===== src/rtl/piso_pkg.sv =====
// piso_pkg: shared FSM state type and counter-width helper for the serializer
package piso_pkg;
    typedef enum logic {IDLE, SHIFT} state_e;
    // bit counter width: max(1, clog2(w))
    function automatic int cnt_w(input int w);
        return (w > 1) ? $clog2(w) : 1;
    endfunction
endpackage


===== src/rtl/piso_if.sv =====
// piso_if: load handshake, shift enable and serial outputs of the serializer
// master (testbench side) drives load_valid, load_data and shift_en.
// slave (serializer) drives load_ready, ser_out, ser_valid, busy and frame_done.
interface piso_if #(parameter int WIDTH = 8);
    logic             load_valid;
    logic             load_ready;
    logic [WIDTH-1:0] load_data;
    logic             shift_en;
    logic             ser_out;
    logic             ser_valid;
    logic             busy;
    logic             frame_done;
    modport master (output load_valid, load_data, shift_en,
                    input  load_ready, ser_out, ser_valid, busy, frame_done);
    modport slave  (input  load_valid, load_data, shift_en,
                    output load_ready, ser_out, ser_valid, busy, frame_done);
endinterface


===== src/rtl/piso_bit_counter.sv =====
// piso_bit_counter: frame bit-position counter with clear priority and terminal-count flag
// Ports: clk, rst (sync, active high), en (advance), clr (back to 0), tc (count == WIDTH-1).
module piso_bit_counter
    import piso_pkg::*;
#(
    parameter int WIDTH = 8
) (
    input  logic clk,
    input  logic rst,
    input  logic en,
    input  logic clr,
    output logic tc
);
    localparam int CW = cnt_w(WIDTH);
    localparam logic [CW-1:0] LAST = CW'(WIDTH - 1);
    logic [CW-1:0] cnt_q, cnt_d;
    // saturates at LAST so the count never exceeds WIDTH-1
    always_comb cnt_d = clr ? '0 : (en && !tc) ? cnt_q + CW'(1) : cnt_q;
    assign tc = cnt_q == LAST;
    always_ff @(posedge clk) begin
        if (rst) cnt_q <= '0;
        else     cnt_q <= cnt_d;
    end
endmodule


===== src/rtl/piso_serializer.sv =====
// piso_serializer: parallel-in serial-out shifter with ready/valid load and gapless back-to-back frames
// Ports: clk, rst (sync, active high), bus (piso_if slave: load handshake, shift_en,
// ser_out, ser_valid, busy, frame_done).
module piso_serializer
    import piso_pkg::*;
#(
    parameter int WIDTH      = 8,
    parameter bit MSB_FIRST  = 1,
    parameter bit IDLE_LEVEL = 0
) (
    input logic    clk,
    input logic    rst,
    piso_if.slave  bus
);
    state_e           state_q, state_d;
    logic [WIDTH-1:0] shreg_q, shreg_d;
    logic             frame_done_q, frame_done_d;
    logic             tc, step, last, accept;
    assign step   = state_q == SHIFT && bus.shift_en;
    assign last   = step && tc;
    assign bus.load_ready = state_q == IDLE || last;
    assign accept = bus.load_valid && bus.load_ready;
    always_comb begin
        shreg_d      = accept ? bus.load_data
                     : step   ? (MSB_FIRST ? shreg_q << 1 : shreg_q >> 1)
                     : shreg_q;
        state_d      = accept ? SHIFT : last ? IDLE : state_q;
        frame_done_d = last;
    end
    always_ff @(posedge clk) begin
        if (rst) begin
            state_q      <= IDLE;
            shreg_q      <= '0;
            frame_done_q <= 1'b0;
        end else begin
            state_q      <= state_d;
            shreg_q      <= shreg_d;
            frame_done_q <= frame_done_d;
        end
    end
    piso_bit_counter #(.WIDTH(WIDTH)) u_cnt (
        .clk (clk),
        .rst (rst),
        .en  (step),
        .clr (accept || last),
        .tc  (tc)
    );
    assign bus.ser_out    = state_q == SHIFT ? (MSB_FIRST ? shreg_q[WIDTH-1] : shreg_q[0]) : IDLE_LEVEL;
    assign bus.ser_valid  = state_q == SHIFT;
    assign bus.busy       = state_q == SHIFT;
    assign bus.frame_done = frame_done_q;
endmodule


===== src/flat_wrapper.sv =====
// flat-port wrapper written by rule: the top's interface ports become plain ports
module piso_serializer_flat import piso_pkg::*;
#(
    parameter int WIDTH      = 8,
    parameter bit MSB_FIRST  = 1,
    parameter bit IDLE_LEVEL = 0
)
  (clk, rst, bus_load_valid, bus_load_data, bus_shift_en, bus_load_ready, bus_ser_out, bus_ser_valid, bus_busy, bus_frame_done);
  piso_if #(.WIDTH(WIDTH)) bus_i ();
  input logic clk;
  input logic rst;
  input wire logic [$bits(bus_i.load_valid)-1:0] bus_load_valid;
  input wire logic [$bits(bus_i.load_data)-1:0] bus_load_data;
  input wire logic [$bits(bus_i.shift_en)-1:0] bus_shift_en;
  output wire logic [$bits(bus_i.load_ready)-1:0] bus_load_ready;
  output wire logic [$bits(bus_i.ser_out)-1:0] bus_ser_out;
  output wire logic [$bits(bus_i.ser_valid)-1:0] bus_ser_valid;
  output wire logic [$bits(bus_i.busy)-1:0] bus_busy;
  output wire logic [$bits(bus_i.frame_done)-1:0] bus_frame_done;
  assign bus_i.load_valid = bus_load_valid;
  assign bus_i.load_data = bus_load_data;
  assign bus_i.shift_en = bus_shift_en;
  assign bus_load_ready = bus_i.load_ready;
  assign bus_ser_out = bus_i.ser_out;
  assign bus_ser_valid = bus_i.ser_valid;
  assign bus_busy = bus_i.busy;
  assign bus_frame_done = bus_i.frame_done;
  piso_serializer #(.WIDTH(WIDTH), .MSB_FIRST(MSB_FIRST), .IDLE_LEVEL(IDLE_LEVEL)) u_core (.clk(clk), .rst(rst), .bus(bus_i));
endmodule

===== config.mk =====
export PLATFORM = sky130hd
export DESIGN_NAME = piso_serializer_flat
export DESIGN_NICKNAME = d
export VERILOG_FILES = /design/src/rtl/piso_pkg.sv /design/src/rtl/piso_if.sv /design/src/rtl/piso_bit_counter.sv /design/src/rtl/piso_serializer.sv /design/src/flat_wrapper.sv
export SDC_FILE = /design/constraint.sdc
export NUM_CORES = 1
export LEC_CHECK = 0
export ABC_AREA = 1
export BUFFER_PORTS_ARGS = -buffer_cell sky130_fd_sc_hd__buf_2
export CAP_MARGIN = 20
export CORE_AREA = 5 5 42 44
export DETAILED_ROUTE_END_ITERATION = 7
export DIE_AREA = 0 0 47 49
export PLACE_DENSITY = 0.81
export SYNTH_ARGS = -nofsm -noshare
export SYNTH_HDL_FRONTEND = slang
export SYNTH_SLANG_ARGS = --single-unit

===== constraint.sdc =====
create_clock -name clk -period 3.2 [get_ports clk]
set_input_delay 0.32 -clock clk [delete_from_list [all_inputs] [get_ports clk]]
set_output_delay 0.32 -clock clk [all_outputs]
set_load 0.03 [all_outputs]

==> impl_metrics.tcl <==
set metrics [dict create \
    min_path_type "in2reg" \
    wirelength_mm 1.25 \
    dp_hpwl_um 964 \
    final_cell_mix "24 x nor2_1, 16 x buf_2, 15 x nand2_1" \
    layout-drive-gt1-share_pct 19.6 \
    core_um2 1400 \
    min_path_cells 2 \
    synth_cells 95 \
    num_vias 608 \
    path_max_fanout 9 \
    hold_viol 0 \
    n_antenna_cell 0 \
    numCtsBuffers 3 \
    antenna_found_initial 0 \
    cts_root_buf "clkbuf_4" \
    htree_num_levels 1 \
    wire_per_inst_um 9.77 \
    fin_ws_ns 1.32 \
    regToRegEndpoint "u_core.shreg_q[6]" \
    fin_total_pwr_uw 340 \
    synth_nets 109 \
    max-vdd-ir-drop_v 0.000296 \
    post_dp_cell_area_um2 719 \
    io_buffers 16 \
    ys_warn_count 0 \
    critPathLaunch "u_core.u_cnt.cnt_q[0]" \
    grt_first_pass_wirelength_mm 2.12 \
    post-place-ws_ns 1.64 \
    cts_tree "yes" \
    syn_area_um2 649 \
    dr.pass1.iters 4 \
    r2r_slack_ns 1.76 \
    rows 14 \
    clk_pin_slew_ns 0.08 \
    fin_crit_sh_pct 58.6 \
    fmax_mhz 533 \
    hold_slack_ns 0.254 \
    die_w_um 47 \
    holdPathEnd "u_core.bus.busy" \
    globalplace.congestion 0.708 \
    grt-ovfl-total 0 \
    setup-tns-final_ns 0 \
    syn_area_per_cell_um2 6.84 \
    grt_pass1_vias 561 \
    crit_path_end_kind "output port" \
    syn2layout_area_growth_pct 14.8 \
    relSlewSlack_pct 83.7 \
    maxCapViolations 0 \
    seq_area_frac_synth_pct 40.1 \
    cts_setup_buffers 0 \
    drtIter0Drc 8 \
    setup_violations 0 \
    worst_r2r_path_depth 8 \
    grtUsageTotal_pct 12.2 \
    leakage_nw 0.373 \
    boundaryPins 17 \
    vias_per_cell 4.75 \
    final_area_um2 746 \
    fin_crit_ns 1.88 \
    arrival_ns 1.56 \
    synth_seq_cells 13 \
    drc 0 \
    ctsResizeCount 0 \
    clk-insertion-delay-late_ns 0.27 \
    maxSlewViolCount 0 \
    cts.hold.buffers_added 0 \
    max_slew.worst_pin.slew_ns 0.244 \
    finClkSkew_ns 0.00132 \
    hp-start "rst" \
    cp.required_ns 2.88 \
    grt_start_max_net_pins 15 \
    status "completed" \
    die_area_um2 2300 \
    critPathLaunchType "flip-flop" \
    path_class "reg2out" \
    layout_commonest_cell "nor2_1" \
    initial_core_util_pct 46.3 \
    die_h_um 49 \
    ant_nets 0 \
    synth.distinct_cells 13 \
    rsz0062_at_grt "no" \
    cts.path.max_buffers 2 \
    final_nets 127 \
    p_per_area_nw_per_um2 456 \
    r2r_start "u_core.u_cnt.cnt_q[0]" \
    cts.sinks 13 \
]
-- report_power, final --
| part | leakage, nW | switching, mW | internal, mW |
|---|---|---|---|
| clock network | 0.0150 | 0.0513 | 0.0483 |
| logic | 0.251 | 0.0391 | 0.0225 |
| registers | 0.107 | 0.00621 | 0.172 |
| total | 0.373 | 0.0966 | 0.243 |
-- critical path, cell delays in order, from the launching register on --
cell	delay [ns]
dfxtp_1	0.36
ha_1	0.17
ha_1	0.20
nand3_1	0.14
nand2_2	0.18
buf_2	0.23
-- state kept, by name (all words and copies together) (netlist names) --
| name | flops |
|---|---|
| u_core.shreg_q | 8 |
| u_core.u_cnt.cnt_q | 3 |
| u_core.bus.busy | 1 |
| u_core.bus.frame_done | 1 |
-- cell families after synthesis --
family / after synthesis / synth area share [%]
AOI/OAI and AO/OA: 12 / 9.25
xor gates and xnor gates: 1 / 1.35
adders and majority gates: 2 / 3.85
buffers and inverters: 15 / 11.6
DFF: 13 / 40.1
and+or+nand+nor: 52 / 33.9
-- cell type report --
type	instances	area, µm²
clock buffers	4	26.3
fillers	149	656
inverters	12	45.0
multi-input cells	67	314
flip-flops and latches	13	260
well taps	16	20.0
repair buffers	16	80.1
-- cell usage after synthesis --
| cell type | count | area share, % |
|---|---|---|
| ha_1 | 2 | 3.9 |
| nand2_2 | 2 | 1.9 |
| inv_1 | 12 | 6.9 |
| nand3_1 | 10 | 7.7 |
| nor2_1 | 24 | 14 |
| xor2_1 | 1 | 1.3 |
| buf_4 | 1 | 1.2 |
| o21ai_0 | 7 | 5.4 |
| dfxtp_1 | 13 | 40 |
| nand2_1 | 15 | 8.7 |
| buf_6 | 2 | 3.5 |
| a21oi_1 | 5 | 3.9 |
| nor2_4 | 1 | 1.7 |
-- stage by stage --
step / utilization [%] / std cells
floorplan: - / 95
global placement: 51.3 / 124
detailed placement: 51.3 / 124
CTS: 53.2 / 128
global route: 53.2 / 128
finish: 53.2 / 128
-- per-layer routing --
layer  vias to the layer above  part of all wire, %  track usage (%)
li1                        329                    -                -
met1                       253                   47             15.2
met2                        18                   43             18.1
met3                         8                  7.0             4.06
met4                         0                  3.3             5.99
met5                         -                    0                0
-- how the worst max path moves through the flow --
stage	to	slack (ns)
after floorplan	u_core.shreg_q[1]	1.80
after global placement	bus_load_ready	1.71
after detailed placement	bus_load_ready	1.64
after CTS	bus_load_ready	1.34
after global routing	bus_load_ready	1.24
final	bus_load_ready	1.32
Note: power is estimated with default switching activity, not from simulation.
